===== src/rtl/hex_scan_driver.sv =====
// Purpose: time-multiplexed hex driver for a common-anode 7-segment bank.
//          Frames are double-buffered, each slot starts with a dark guard gap,
//          and the driver supports leading-zero blanking and per-digit blink.
// Ports:   Clk/Reset (async, active-high); En, Load, Value, DpIn, BlinkMask, LzbEn in;
//          Seg (active-low, dp in bit 7), Anode (active-low), FrameStart out.
//          All outputs are registered, one cycle after the scan state.
module hex_scan_driver #(
    parameter int DIGITS    = 4,
    parameter int SCAN_DIV  = 50000,
    parameter int GUARD     = 2,
    parameter int BLINK_DIV = 25000000
) (
    input  logic                  Clk,
    input  logic                  Reset,
    input  logic                  En,
    input  logic                  Load,
    input  logic [4*DIGITS-1:0]   Value,
    input  logic [DIGITS-1:0]     DpIn,
    input  logic [DIGITS-1:0]     BlinkMask,
    input  logic                  LzbEn,
    output logic [7:0]            Seg,
    output logic [DIGITS-1:0]     Anode,
    output logic                  FrameStart
);

    localparam int CW = $clog2(SCAN_DIV);
    localparam int IW = (DIGITS > 1) ? $clog2(DIGITS) : 1;
    localparam int BW = (BLINK_DIV > 1) ? $clog2(BLINK_DIV) : 1;

    localparam logic [CW-1:0] CNT_MAX  = CW'(SCAN_DIV - 1);
    localparam logic [CW-1:0] GUARD_C  = CW'(GUARD);
    localparam logic [IW-1:0] IDX_MAX  = IW'(DIGITS - 1);
    localparam logic [BW-1:0] BCNT_MAX = BW'(BLINK_DIV - 1);

    logic [CW-1:0]         cnt;
    logic [IW-1:0]         idx;
    logic [BW-1:0]         bcnt;
    logic                  phase;

    logic [4*DIGITS-1:0]   pend_val;
    logic [DIGITS-1:0]     pend_dp;
    logic [DIGITS-1:0]     pend_blink;
    logic                  pend_v;

    logic [4*DIGITS-1:0]   sh_val;
    logic [DIGITS-1:0]     sh_dp;
    logic [DIGITS-1:0]     sh_blink;

    // Delays the boundary by one cycle so FrameStart lines up with the
    // registered digit-0 guard slot; it is 0 after reset, so no pulse is
    // produced until the first real frame wrap.
    logic                  fs_arm;

    logic                  cnt_wrap;
    logic                  boundary;

    logic [3:0]            nib;
    logic                  dp_sel;
    logic                  blink_sel;
    logic                  lz_sel;
    logic [DIGITS-1:0]     lz_zero;
    logic                  all_zero;
    logic                  blink_blank;
    logic [6:0]            glyph;
    logic                  dp_on;
    logic [DIGITS-1:0]     anode_nxt;
    logic [7:0]            seg_nxt;

    function automatic logic [6:0] hex_glyph(input logic [3:0] n);
        case (n)
            4'h0: hex_glyph = 7'h40;
            4'h1: hex_glyph = 7'h79;
            4'h2: hex_glyph = 7'h24;
            4'h3: hex_glyph = 7'h30;
            4'h4: hex_glyph = 7'h19;
            4'h5: hex_glyph = 7'h12;
            4'h6: hex_glyph = 7'h02;
            4'h7: hex_glyph = 7'h78;
            4'h8: hex_glyph = 7'h00;
            4'h9: hex_glyph = 7'h10;
            4'hA: hex_glyph = 7'h08;
            4'hB: hex_glyph = 7'h03;
            4'hC: hex_glyph = 7'h46;
            4'hD: hex_glyph = 7'h21;
            4'hE: hex_glyph = 7'h06;
            default: hex_glyph = 7'h0E;
        endcase
    endfunction

    assign cnt_wrap = (cnt == CNT_MAX);
    assign boundary = cnt_wrap && (idx == IDX_MAX);

    always_ff @(posedge Clk or posedge Reset) begin
        if (Reset) begin
            cnt        <= '0;
            idx        <= '0;
            bcnt       <= '0;
            phase      <= 1'b0;
            pend_val   <= '0;
            pend_dp    <= '0;
            pend_blink <= '0;
            pend_v     <= 1'b0;
            sh_val     <= '0;
            sh_dp      <= '0;
            sh_blink   <= '0;
            fs_arm     <= 1'b0;
            FrameStart <= 1'b0;
            Anode      <= '1;
            Seg        <= 8'hFF;
        end else begin
            cnt <= cnt_wrap ? '0 : cnt + 1'b1;
            if (cnt_wrap) begin
                idx <= (idx == IDX_MAX) ? '0 : idx + 1'b1;
            end

            if (bcnt == BCNT_MAX) begin
                bcnt  <= '0;
                phase <= ~phase;
            end else begin
                bcnt  <= bcnt + 1'b1;
            end

            // A load landing exactly on the frame boundary goes straight to
            // the shadow so it is not delayed by a whole extra frame.
            if (boundary && Load) begin
                sh_val   <= Value;
                sh_dp    <= DpIn;
                sh_blink <= BlinkMask;
                pend_v   <= 1'b0;
            end else if (boundary && pend_v) begin
                sh_val   <= pend_val;
                sh_dp    <= pend_dp;
                sh_blink <= pend_blink;
                pend_v   <= 1'b0;
            end else if (Load) begin
                pend_val   <= Value;
                pend_dp    <= DpIn;
                pend_blink <= BlinkMask;
                pend_v     <= 1'b1;
            end

            fs_arm     <= boundary;
            FrameStart <= fs_arm;
            Anode      <= anode_nxt;
            Seg        <= seg_nxt;
        end
    end

    always_comb begin
        nib       = '0;
        dp_sel    = 1'b0;
        blink_sel = 1'b0;
        lz_sel    = 1'b0;
        lz_zero   = '0;
        all_zero  = 1'b1;

        // lz_zero[i] is set when nibbles i..DIGITS-1 are all zero.
        for (int i = DIGITS - 1; i >= 0; i--) begin
            all_zero   = all_zero && (sh_val[4*i +: 4] == 4'h0);
            lz_zero[i] = all_zero;
        end

        for (int i = 0; i < DIGITS; i++) begin
            if (idx == IW'(i)) begin
                nib       = sh_val[4*i +: 4];
                dp_sel    = sh_dp[i];
                blink_sel = sh_blink[i];
                lz_sel    = (i != 0) && lz_zero[i];
            end
        end

        blink_blank = blink_sel && phase;
        // Leading-zero blanking keeps the decimal point; blink blanking does not.
        dp_on       = dp_sel && !blink_blank;
        glyph       = (blink_blank || (LzbEn && lz_sel)) ? 7'h7F : hex_glyph(nib);

        if ((cnt < GUARD_C) || !En) begin
            anode_nxt = '1;
            seg_nxt   = 8'hFF;
        end else begin
            anode_nxt = ~(DIGITS'(1) << idx);
            seg_nxt   = {~dp_on, glyph};
        end
    end

endmodule


===== config.mk =====
export PLATFORM = sky130hd
export DESIGN_NAME = hex_scan_driver
export DESIGN_NICKNAME = d
export VERILOG_FILES = /design/src/rtl/hex_scan_driver.sv
export SDC_FILE = /design/constraint.sdc
export NUM_CORES = 1
export LEC_CHECK = 0
export BUFFER_PORTS_ARGS = -buffer_cell sky130_fd_sc_hd__buf_4
export CAP_MARGIN = 15
export CORE_MARGIN = 2
export CORE_UTILIZATION = 50
export CTS_BUF_LIST = sky130_fd_sc_hd__clkbuf_8
export CTS_CLUSTER_DIAMETER = 200
export CTS_CLUSTER_SIZE = 24
export DETAILED_ROUTE_END_ITERATION = 8
export GPL_TIMING_DRIVEN = 1
export PLACE_DENSITY = 0.79
export SLEW_MARGIN = 10
export SYNTH_ARGS = -nofsm -noshare
export SYNTH_HDL_FRONTEND = slang
export SYNTH_SLANG_ARGS = --single-unit

===== constraint.sdc =====
create_clock -name Clk -period 3.4 [get_ports Clk]
set_clock_uncertainty 0.1 [all_clocks]
set_input_delay 0.17 -clock Clk [delete_from_list [all_inputs] [get_ports Clk]]
set_output_delay 0.17 -clock Clk [all_outputs]
set_load 0.1 [all_outputs]

==> impl_metrics.csv, run 1 <==
group,metric,value,unit
run_status,outcome,"completed",
setup_path,critical_path.slowest_cell,"o221ai_1",
placement,io_buffers,41,
pwr,p_per_area,377,nW/µm²
floorplan,die_x,104,µm
pwr,vdd_drop_max,200,µV
sta,setup_ws,0.405,ns
setup_path,path_buf_inv,2,
setup_path,path_cells,"inv_1 -> ha_1 -> nor2b_2 -> a22o_1 -> o221ai_1 -> inv_1 -> ha_1 -> nor3b_1 -> a211oi_1 -> o21ai_0",
cells_and_area,final_common_cell,"dfrtp_1",
clocking,clock_latency,0.37,ns
setup_path,start_kind,"flop",
route,wl_met1,4800,µm
setup_path,r2r-start,"idx[1]$_DFFE_PP0N_",
sta,layout_min_cycle_time,2.99,ns
route,topRoutingLayerUsed,"met4",
setup_path,worst-path-max-fanout,9,
yosys,avgSynthCellArea,11.5,µm²
setup_path,crit_type,"reg -> reg",
setup_path,cpPeakStageDelay,0.52,ns
floorplan,die_area,10900,µm²
sta,rsz0062_at_grt,"false",
cells_and_area,drive_gt1_share,22.3,%
route,vias_per_cell,5.70,
sta,slew_viol_final,0,
placement,dpl.hpwl,7120,µm
sta,hold_violations,0,
route,drt-initial-drc-count,176,
route,drt-pass1-iter-count,4,
route,met2WireLength,5180,µm
sta,fmax,334,MHz
min_path,worst_hold_path_type,"in -> reg",
route,post_drt_wl_per_cell,16.5,µm
yosys,synth_cell_types,58,
grt,grt_pass1_vias,3835,
sta,slew_headroom,54.8,%
sta,setup_violations,0,
clocking,cts.clk_slew.worst_paths,0.11,ns
route,ant_nets,0,
clocking,cts_sinks,107,
cells_and_area,most-common-layout-cells,"dfrtp_1, buf_4, nor2_1",
grt,antenna_found_initial,0,
pwr,leakagePower,2.83,nW
yosys,synth-adder-area-share,3.24,%
clocking,cts_tree,"done",
cells_and_area,nets,548,
yosys,synth_ff_type,"dfrtp_1",
grt,overflow,0,
min_path,min_from,"En",
yosys,synth_top_family_by_area,"simple AND/OR/NAND/NOR gates",
grt,grt_pass1_wl,18700,µm
clocking,clockRootBuffer,"clkbuf_8",
yosys,synth_seq_cells,107,
clocking,cts_resized,0,
cells_and_area,diodes,0,
cells_and_area,nFillCells,797,
yosys,synth-edff-count,0,
yosys,yosys.area_share.simple,14.9,%
setup_path,end_kind,"flop",
yosys,yosys_warnings,0,
yosys,synthMuxAreaShare,5.81,%
grt,grt_max_degree,88,
route,wl,10600,µm
run,drv_cap,0,
route,drc_errors,0,
placement,place_ws,0.439,ns
floorplan,core_area,9770,µm²
yosys,synth_cells,438,
clocking,max-clock-path-buffers,2,
clocking,htree_levels,3,
yosys,synth_compound_area_share,13.6,%
floorplan,num_rows,36,
floorplan,io_pins,42,
yosys,ys_seq_area_share,53.7,%
clocking,numCtsBuffers,9,
yosys,ys_async_sr_fraction,100,%
yosys,synth_xor_area_share,5.76,%
grt,grt.total_usage,21.2,%
cells_and_area,area_growth,18.0,%
yosys,netlist_area,5020,µm²
setup_path,cp.arrival,3.18,ns
route,met3_length,479,µm
floorplan,die_h,104,µm
sta,worst_pin_slew,0.678,ns
setup_path,required,3.58,ns
placement,place_congestion,0.852,
setup_path,critical-path-top-delay-family,"compound AO/OA/AOI/OAI gates",
floorplan,start_util,51.3,%
yosys,postSynthNetCount,480,
sta,post-route-period-util,88.1,%
sta,tns,0,ns
route,vias,3669,
setup_path,startpoint,"idx[1]$_DFFE_PP0N_",
-- timing repair --
item,in CTS,in global routing
setup buffers,0,0
hold endpoints to repair,96,0
endpoints found under the setup margin,0,0
hold buffers,26,0
-- report_power, final --
| part | total (W) | switching (W) | internal (W) |
|---|---|---|---|
| clock network | 0.000740 | 0.000445 | 0.000295 |
| registers | 0.00132 | 0.0000158 | 0.00131 |
| logic | 0.000171 | 0.0000918 | 0.0000794 |
| total | 0.00223 | 0.000553 | 0.00168 |
-- synthesized netlist by cell type, drive strengths merged, types with 4 or more instances --
cell type	number	area (µm²)
nor2	32	120
nand2	30	115
buf	12	73.8
dfstp	12	315
a22o	25	219
xor2	12	105
o21ai	8	40.0
clkbuf	6	25.0
xnor2	21	184
mux2	25	282
o221ai	5	43.8
inv	14	52.6
dfrtp	95	2380
nor4	8	71.3
a21oi	7	35.0
nand4	7	43.8
and3	8	51.3
or3	4	25.0
nand3	14	70.1
a21o	24	180
ha	13	163
nor2b	6	40.0
nor3	10	55.1
-- path summary, 6_finish.rpt --
path                            slack (ns)                   end  cells past startpoint
worst max-delay path                  0.41      Seg[3]$_DFF_PP1_                     10
worst min-delay path                  0.09    Anode[2]$_DFF_PP1_                      4
worst max register to register        0.41      Seg[3]$_DFF_PP1_                     10
worst min register to register        0.26  FrameStart$_DFF_PP0_                      0
max in group asynchronous             2.11      Seg[0]$_DFF_PP1_                      5
min in group asynchronous             0.20      cnt[8]$_DFF_PP0_                      3
-- cell type report --
cell class / instances / area [µm²] / share of cell area [%]
inverters: 14 / 55.1 / 0.930
multi-input cells: 299 / 2170 / 36.7
flip-flops and latches: 107 / 2690 / 45.5
well taps: 133 / 166 / 2.81
repair buffers: 75 / 648 / 10.9
clock inverters: 6 / 48.8 / 0.824
clock buffers: 10 / 138 / 2.32
-- worst min-delay path, delay by kind of cell --
kind	cells	cell delay (ns)
AOI/OAI and AO/OA	1	0.09
and+or+nand+nor	1	0.11
buffers and inverters	2	0.16
-- layer usage --
metal / vias up / GRT usage [%]
met5: - / 0
met4: 0 / 6.37
met3: 17 / 4.51
met2: 99 / 35.3
met1: 1850 / 28.0
li1: 1703 / -
-- flip-flops by register name, summed over array words and instances, names as in the netlist, 2 cells and up --
name	cells
pend_val	16
cnt	16
bcnt	25
sh_dp	4
Seg	8
sh_val	16
sh_blink	4
Anode	4
idx	2
pend_blink	4
pend_dp	4
-- cell families after synthesis --
group,Yosys count
AND/OR/NAND/NOR,139
flip-flops,107
AO/OA/AOI/OAI,88
XOR/XNOR,33
buffers and inverters,32
multiplexers,26
adder cells (fa/ha/maj),13
-- metrics by stage --
| stage | instances | total power [W] | instance area (µm²) | util [%] | hold slack (ns) |
|---|---|---|---|---|---|
| after floorplan | 438 | 0.00144 | 5020 | - | 0.206 |
| after global placement | 601 | 0.00149 | 5450 | 55.7 | 0.236 |
| after detailed placement | 601 | 0.00149 | 5450 | 55.7 | 0.237 |
| after CTS | 643 | 0.00225 | 5890 | 60.3 | 0.0855 |
| after global routing | 644 | 0.00232 | 5920 | 60.6 | 0.0899 |
| final | 644 | 0.00223 | 5920 | 60.6 | 0.0886 |
No activity file was read; power rests on OpenSTA's default activity.
==> run 2, diff against run 1 <==
--- a/config.mk
+++ b/config.mk
@@ -5,16 +5,18 @@
 export SDC_FILE = /design/constraint.sdc
 export NUM_CORES = 1
 export LEC_CHECK = 0
+export ABC_AREA = 1
 export BUFFER_PORTS_ARGS = -buffer_cell sky130_fd_sc_hd__buf_4
 export CAP_MARGIN = 15
+export CORE_ASPECT_RATIO = 1.25
 export CORE_MARGIN = 2
-export CORE_UTILIZATION = 50
+export CORE_UTILIZATION = 40
 export CTS_BUF_LIST = sky130_fd_sc_hd__clkbuf_8
 export CTS_CLUSTER_DIAMETER = 200
 export CTS_CLUSTER_SIZE = 24
 export DETAILED_ROUTE_END_ITERATION = 8
 export GPL_TIMING_DRIVEN = 1
-export PLACE_DENSITY = 0.79
+export PLACE_DENSITY = 0.67
 export SLEW_MARGIN = 10
 export SYNTH_ARGS = -nofsm -noshare
 export SYNTH_HDL_FRONTEND = slang
==> run 2 against run 1 <==
Synthesized area rose by 16%. Via count rose by 36%. Critical endpoint is now Seg[0]$_DFF_PP1_. Register-to-register slack improved by 0.56 ns. Synthesized cell count rose by 85%. Maximum frequency rose by 23%. Power rose by 0.27%.
==> impl_metrics.csv, run 2 <==
group,metric,value,unit
sta,fin_hold_ws,0.106,ns
cells_and_area,drive_gt1_share,9.64,%
sta,fmax,410,MHz
sta,rsz0062_at_grt,"false",
setup_path,crit_type,"reg -> reg",
clocking,cts_sinks,107,
setup_path,start_kind,"flop",
clocking,cts.clk_slew.worst_paths,0.10,ns
route,drt-initial-drc-count,346,
yosys,synth_top_family_by_area,"simple AND/OR/NAND/NOR gates",
sta,layout_min_cycle_time,2.44,ns
clocking,cts_resized,0,
clocking,cts_tree,"done",
floorplan,die_h,139,µm
route,wl,13000,µm
yosys,synth_seq_cells,107,
sta,slew_viol_final,0,
run_status,outcome,"completed",
clocking,max-clock-path-buffers,2,
yosys,synth-edff-count,0,
cells_and_area,multi_input_area,2650,µm²
clocking,clock_latency,0.39,ns
cells_and_area,largest-register,"bcnt",
placement,io_buffers,41,
yosys,synth_cells,810,
yosys,synth_ff_type,"dfrtp_1",
yosys,synth_cell_types,30,
route,drc_errors,0,
route,vias,4972,
sta,slew_headroom,43.3,%
yosys,ys_seq_area_share,46.1,%
yosys,netlist_area,5840,µm²
yosys,synth_top_cell_by_area,"dfrtp_1",
cells_and_area,final_common_cell,"nand2_1",
setup_path,path_cells,"inv_1 -> ha_1 -> inv_1 -> nor2_1 -> nor2_1 -> nand2_1 -> nand2_1 -> nand2_1 -> inv_1 -> ha_1 -> inv_1 -> nand3_1 -> nand3_1 -> nand3_1",
setup_path,required,3.61,ns
pwr,p_per_area,335,nW/µm²
setup_path,timing.critical_path.mode_cell,"inv_1",
route,vias_per_cell,4.74,
grt,overflow,0,
pwr,p_sw,0.000596,W
yosys,avgSynthCellArea,7.21,µm²
pwr,vdd_drop_max,230,µV
pwr,power_frac_seq,58.8,%
yosys,synth-adder-area-share,2.79,%
sta,hold_violations,0,
floorplan,io_pins,42,
clocking,numCtsBuffers,9,
grt,antenna_found_initial,0,
cells_and_area,register_area,2690,µm²
pwr,internal_power,0.00164,W
yosys,synth_xor_area_share,3.60,%
floorplan,die_x,112,µm
cells_and_area,nets,909,
yosys,yosys.area_share.simple,37.3,%
yosys,postSynthNetCount,852,
setup_path,worst-path-max-fanout,8,
pwr,comb_power_share,8.8,%
floorplan,start_util,40.7,%
yosys,synthMuxAreaShare,0,%
sta,tns,0,ns
route,post_drt_wl_per_cell,12.4,µm
grt,grt.total_usage,17.8,%
route,drt-pass1-iter-count,7,
placement,dpl.hpwl,8890,µm
clocking,clockRootBuffer,"clkbuf_8",
sta,post-route-period-util,71.7,%
cells_and_area,largest_register_ffs,25,
clocking,postCtsHoldBufs,26,
sta,setup_violations,0,
yosys,yosys_warnings,0,
clocking,post_cts_buffers,0,
setup_path,cpPeakStageDelay,0.42,ns
cells_and_area,area_growth,14.6,%
yosys,ys_top_cells_by_area,"dfrtp_1, nand2_1, nor2_1",
min_path,worst_hold_path_type,"in -> reg",
yosys,synth_top_area_share,40.7,%
grt,grt_pass1_wl,22500,µm
yosys,synth_compound_area_share,1.63,%
floorplan,core_area,14300,µm²
setup_path,end_kind,"flop",
yosys,ys_async_sr_fraction,100,%
pwr,power,0.00224,W
pwr,clkPwrFrac,32.3,%
pwr,swShare,26.6,%
clocking,htree_levels,3,
floorplan,die_area,15600,µm²
cells_and_area,most-common-layout-cells,"nand2_1, nor2_1, dfrtp_1",
placement,place_congestion,0.874,
pwr,leakagePower,3.58,nW
setup_path,critical_path.slowest_cell,"dfrtp_1",
grt,grt_max_degree,80,
cells_and_area,diodes,0,
route,ant_nets,0,
yosys,synthMostInstantiatedCell,"nand2_1",
setup_path,cp.arrival,2.65,ns
floorplan,num_rows,49,
cells_and_area,nFillCells,1423,
yosys,synth_common_cells,"nand2_1, nor2_1, dfrtp_1",
grt,grt_pass1_vias,4747,
sta,worst_pin_slew,0.847,ns
run,drv_cap,0,
-- run 2: cell types whose count changed after synthesis, moves of 25 or more --
cell	change
nand2_1	+253
nand3_1	+58
a22o_1	-25
inv_1	+80
mux2_2	-25
nor2_1	+98
-- run 2: logic make-up (layout without fill, tap and decap cells) --
family	count (synthesis)	after routing
xor+xnor	24	24
fa+ha+maj	13	13
flops	107	107
compound gates	18	18
simple gates	528	528
buf+inv	120	181
-- run 2: power groups by stage --
| stage | Clock (W) | Sequential (W) | Combinational [W] |
|---|---|---|---|
| after floorplan | 0 | 0.00137 | 0.0000867 |
| after global placement | 0 | 0.00134 | 0.000176 |
| after detailed placement | 0 | 0.00134 | 0.000177 |
| after CTS | 0.000757 | 0.00132 | 0.000202 |
| after global routing | 0.000794 | 0.00132 | 0.000226 |
| final | 0.000724 | 0.00132 | 0.000198 |
-- run 2: final timing paths --
path | start | slack, ns | end | cells past startpoint
min in group asynchronous | Reset | 0.22 | pend_blink[1]$_DFFE_PP0P_ | 3
max | idx[1]$_DFFE_PP0N_ | 0.96 | Seg[0]$_DFF_PP1_ | 14
max in group asynchronous | Reset | 2.20 | Seg[1]$_DFF_PP1_ | 4
min | Load | 0.11 | pend_val[9]$_DFFE_PP0P_ | 3
min reg2reg | fs_arm$_DFF_PP0_ | 0.28 | FrameStart$_DFF_PP0_ | 0
max reg2reg | idx[1]$_DFFE_PP0N_ | 0.96 | Seg[0]$_DFF_PP1_ | 14
-- run 2: area by class of cell --
class	count	area share [%]
Clock buffer	9	1.85
Inverter	98	5.54
Clock inverter	6	0.655
Tap cell	178	3.33
Sequential cell	107	40.3
Multi-Input combinational cell	583	39.6
Timing Repair Buffer	68	8.79
-- run 2: worst max-delay path, delay by kind of cell (launching register included) --
family	cells	cell delay, ns
AND/OR/NAND/NOR	8	0.83
adder cells (fa/ha/maj)	2	0.53
buffers and inverters	4	0.48
flip-flops	1	0.42
-- run 2: routing by layer --
metal / GRT usage (%) / up-vias / part of all wire (%)
li1: - / 2585 / -
met1: 23.3 / 2273 / 46
met2: 29.9 / 103 / 49
met3: 3.85 / 11 / 4.0
met4: 4.69 / 0 / 1.2
met5: 0 / - / 0
-- run 2: through the flow --
| stage | worst slack [ns] | cells | cell area (µm²) | util, % |
|---|---|---|---|---|
| CTS | 0.967 | 1049 | 6690 | 46.6 |
| finish | 0.962 | 1049 | 6690 | 46.6 |
| floorplan | 0.333 | 810 | 5840 | - |
| detailed placement | 0.985 | 1008 | 6260 | 43.6 |
| global route | 0.732 | 1049 | 6690 | 46.6 |
| global placement | 1.01 | 1008 | 6260 | 43.6 |
==> run 3, diff against run 2 <==
==> constraint.sdc (replaced) <==
create_clock -name Clk -period 2.3 [get_ports Clk]
set_clock_uncertainty 0.1 [all_clocks]
set_input_delay 0.115 -clock Clk [delete_from_list [all_inputs] [get_ports Clk]]
set_output_delay 0.115 -clock Clk [all_outputs]
set_load 0.1 [all_outputs]
==> run 3 against run 2 <==
Largest cell class unchanged. Clock-buffer cell count stayed put. Sequential share of layout area is 0.80 points lower. Sequential cell count stayed put. Maximum frequency is 16% higher. Power is 54% higher. Design area is 2.0% higher. Routed wire length is 0.29% higher.
==> impl_metrics.csv, run 3 (synthesis gave the netlist of run 2 again) <==
group,metric,value,unit
floorplan,core_area,14300,µm²
clocking,numCtsBuffers,9,
clocking,cts_tree,"done",
placement,dp_cells,1018,
setup_path,r2r_cells,12,
floorplan,die_h,139,µm
clocking,htree_levels,3,
route,ant_nets,0,
setup_path,cp.arrival,2.33,ns
sta,post-route-period-util,91.2,%
setup_path,crit_type,"reg -> reg",
cells_and_area,nets,919,
setup_path,start_kind,"flop",
sta,slew_headroom,60.3,%
sta,slew_viol_final,0,
setup_path,cpPeakStageDelay,0.42,ns
setup_path,timing.critical_path.mode_cell,"nand2_1",
route,drt-pass1-iter-count,5,
setup_path,critical_path.slowest_cell,"dfrtp_1",
run,drv_cap,0,
clocking,cts_sinks,107,
sta,worst_pin_slew,0.594,ns
setup_path,reg2reg_to,"Seg[5]$_DFF_PP1_",
placement,dpl.hpwl,9240,µm
grt,overflow,0,
cells_and_area,fin_area,6820,µm²
sta,layout_min_cycle_time,2.10,ns
sta,setup_violations,0,
clocking,clock_latency,0.39,ns
pwr,power,0.00345,W
floorplan,die_area,15600,µm²
clocking,clockRootBuffer,"clkbuf_8",
sta,fmax,477,MHz
grt,grt_pass1_wl,22400,µm
placement,place_congestion,0.915,
route,wl,13000,µm
route,drc_errors,0,
grt,grt.total_usage,17.5,%
pwr,p_per_area,506,nW/µm²
placement,post_dp_cell_area,6360,µm²
sta,tns,0,ns
clocking,max-clock-path-buffers,2,
floorplan,num_rows,49,
grt,grt_max_degree,51,
setup_path,r2r-start,"idx[0]$_DFFE_PP0N_",
cells_and_area,most-common-layout-cells,"nand2_1, nor2_1, dfrtp_1",
floorplan,start_util,40.7,%
setup_path,path_cells,"inv_1 -> ha_1 -> inv_1 -> nand2_1 -> nand2_1 -> nand2_2 -> inv_1 -> ha_1 -> nand3_1 -> o21ai_0 -> nand2_1 -> nand2_1",
setup_path,worst-path-max-fanout,8,
pwr,leakagePower,3.65,nW
setup_path,end_kind,"flop",
cells_and_area,drive_gt1_share,11.4,%
setup_path,required,2.53,ns
cells_and_area,fin_util,47.6,%
cells_and_area,largest_register_ffs,25,
cells_and_area,final_common_cell,"nand2_1",
setup_path,endpoint,"Seg[5]$_DFF_PP1_",
cells_and_area,area_growth,16.9,%
route,drt-initial-drc-count,307,
setup_path,startpoint,"idx[0]$_DFFE_PP0N_",
sta,rsz0062_at_grt,"false",
floorplan,die_x,112,µm
clocking,cts.clk_slew.worst_paths,0.11,ns
route,vias,4973,
run_status,outcome,"completed",
sta,hold_violations,0,
floorplan,io_pins,42,
grt,grt_pass1_vias,4825,
pwr,vdd_drop_max,248,µV
setup_path,r2r_slack,0.20,ns
route,post_drt_wl_per_cell,12.3,µm
placement,io_buffers,41,
min_path,worst_hold_path_type,"in -> reg",
grt,antenna_found_initial,0,
cells_and_area,largest-register,"bcnt",
cells_and_area,fin_cells,1059,
route,vias_per_cell,4.70,
cells_and_area,diodes,0,
## run 3: cell count changes in the layout (fill, tap and decap cells not counted), sizes merged
cell	before	now
clkinvlp	3	2
buf	42	52
bufinv	0	1
## run 3: worst min path at each step
stage,start,to,slack (ns),depth (start not counted)
3_3_place_gp,Reset,cnt[2]$_DFF_PP0_,0.12,2
3_5_place_dp,Reset,cnt[2]$_DFF_PP0_,0.12,2
4_1_cts,Load,pend_val[15]$_DFFE_PP0P_,0.01,3
2_1_floorplan,Value[12],pend_val[12]$_DFFE_PP0P_,0.16,2
6_report,Load,pend_val[0]$_DFFE_PP0P_,0.04,3
5_1_grt,Load,pend_blink[2]$_DFFE_PP0P_,0.04,3
## run 3: routing by layer
metal	up-vias	wire length [µm]	track usage, %
met4	0	400	8.47
met1	2219	5900	22.9
met5	-	0	0
li1	2609	-	-
met2	117	6170	28.3
met3	28	527	3.02
## run 3: where the power goes
part / switching, W / total [W] / internal, W
registers: 0.0000214 / 0.00195 / 0.00193
logic: 0.000177 / 0.000294 / 0.000117
clock network: 0.000696 / 0.00121 / 0.000512
## run 3: layout make-up
type,count,area [µm²]
fill,1449,7520
inverter,98,372
clock buffer,9,124
sequential,107,2690
tap,178,223
clock inverter,6,71.3
timing repair buffer,78,688
multi-input combinational,583,2650
## run 3: timing repair
action	in CTS	in global routing
hold buffers	26	0
buffers inserted	0	0
endpoints found under the setup margin	0	7
hold endpoints to repair	64	0
gates resized for setup	0	5
## run 3: metrics by stage
| stage | setup WS [ns] | hold slack (ns) |
|---|---|---|
| after floorplan | 0.321 | 0.160 |
| after global placement | 0.247 | 0.121 |
| after detailed placement | 0.138 | 0.120 |
| after CTS | 0.127 | 0.0148 |
| after global routing | 0.0533 | 0.0361 |
| final | 0.202 | 0.0395 |
## run 3: worst max-delay path, delay by kind of cell (launching register included)
kind	cells	cell delay, ns
AND/OR/NAND/NOR	6	0.53
adder cells (fa/ha/maj)	2	0.51
flip-flops	1	0.42
buffers and inverters	3	0.40
AO/OA/AOI/OAI	1	0.09
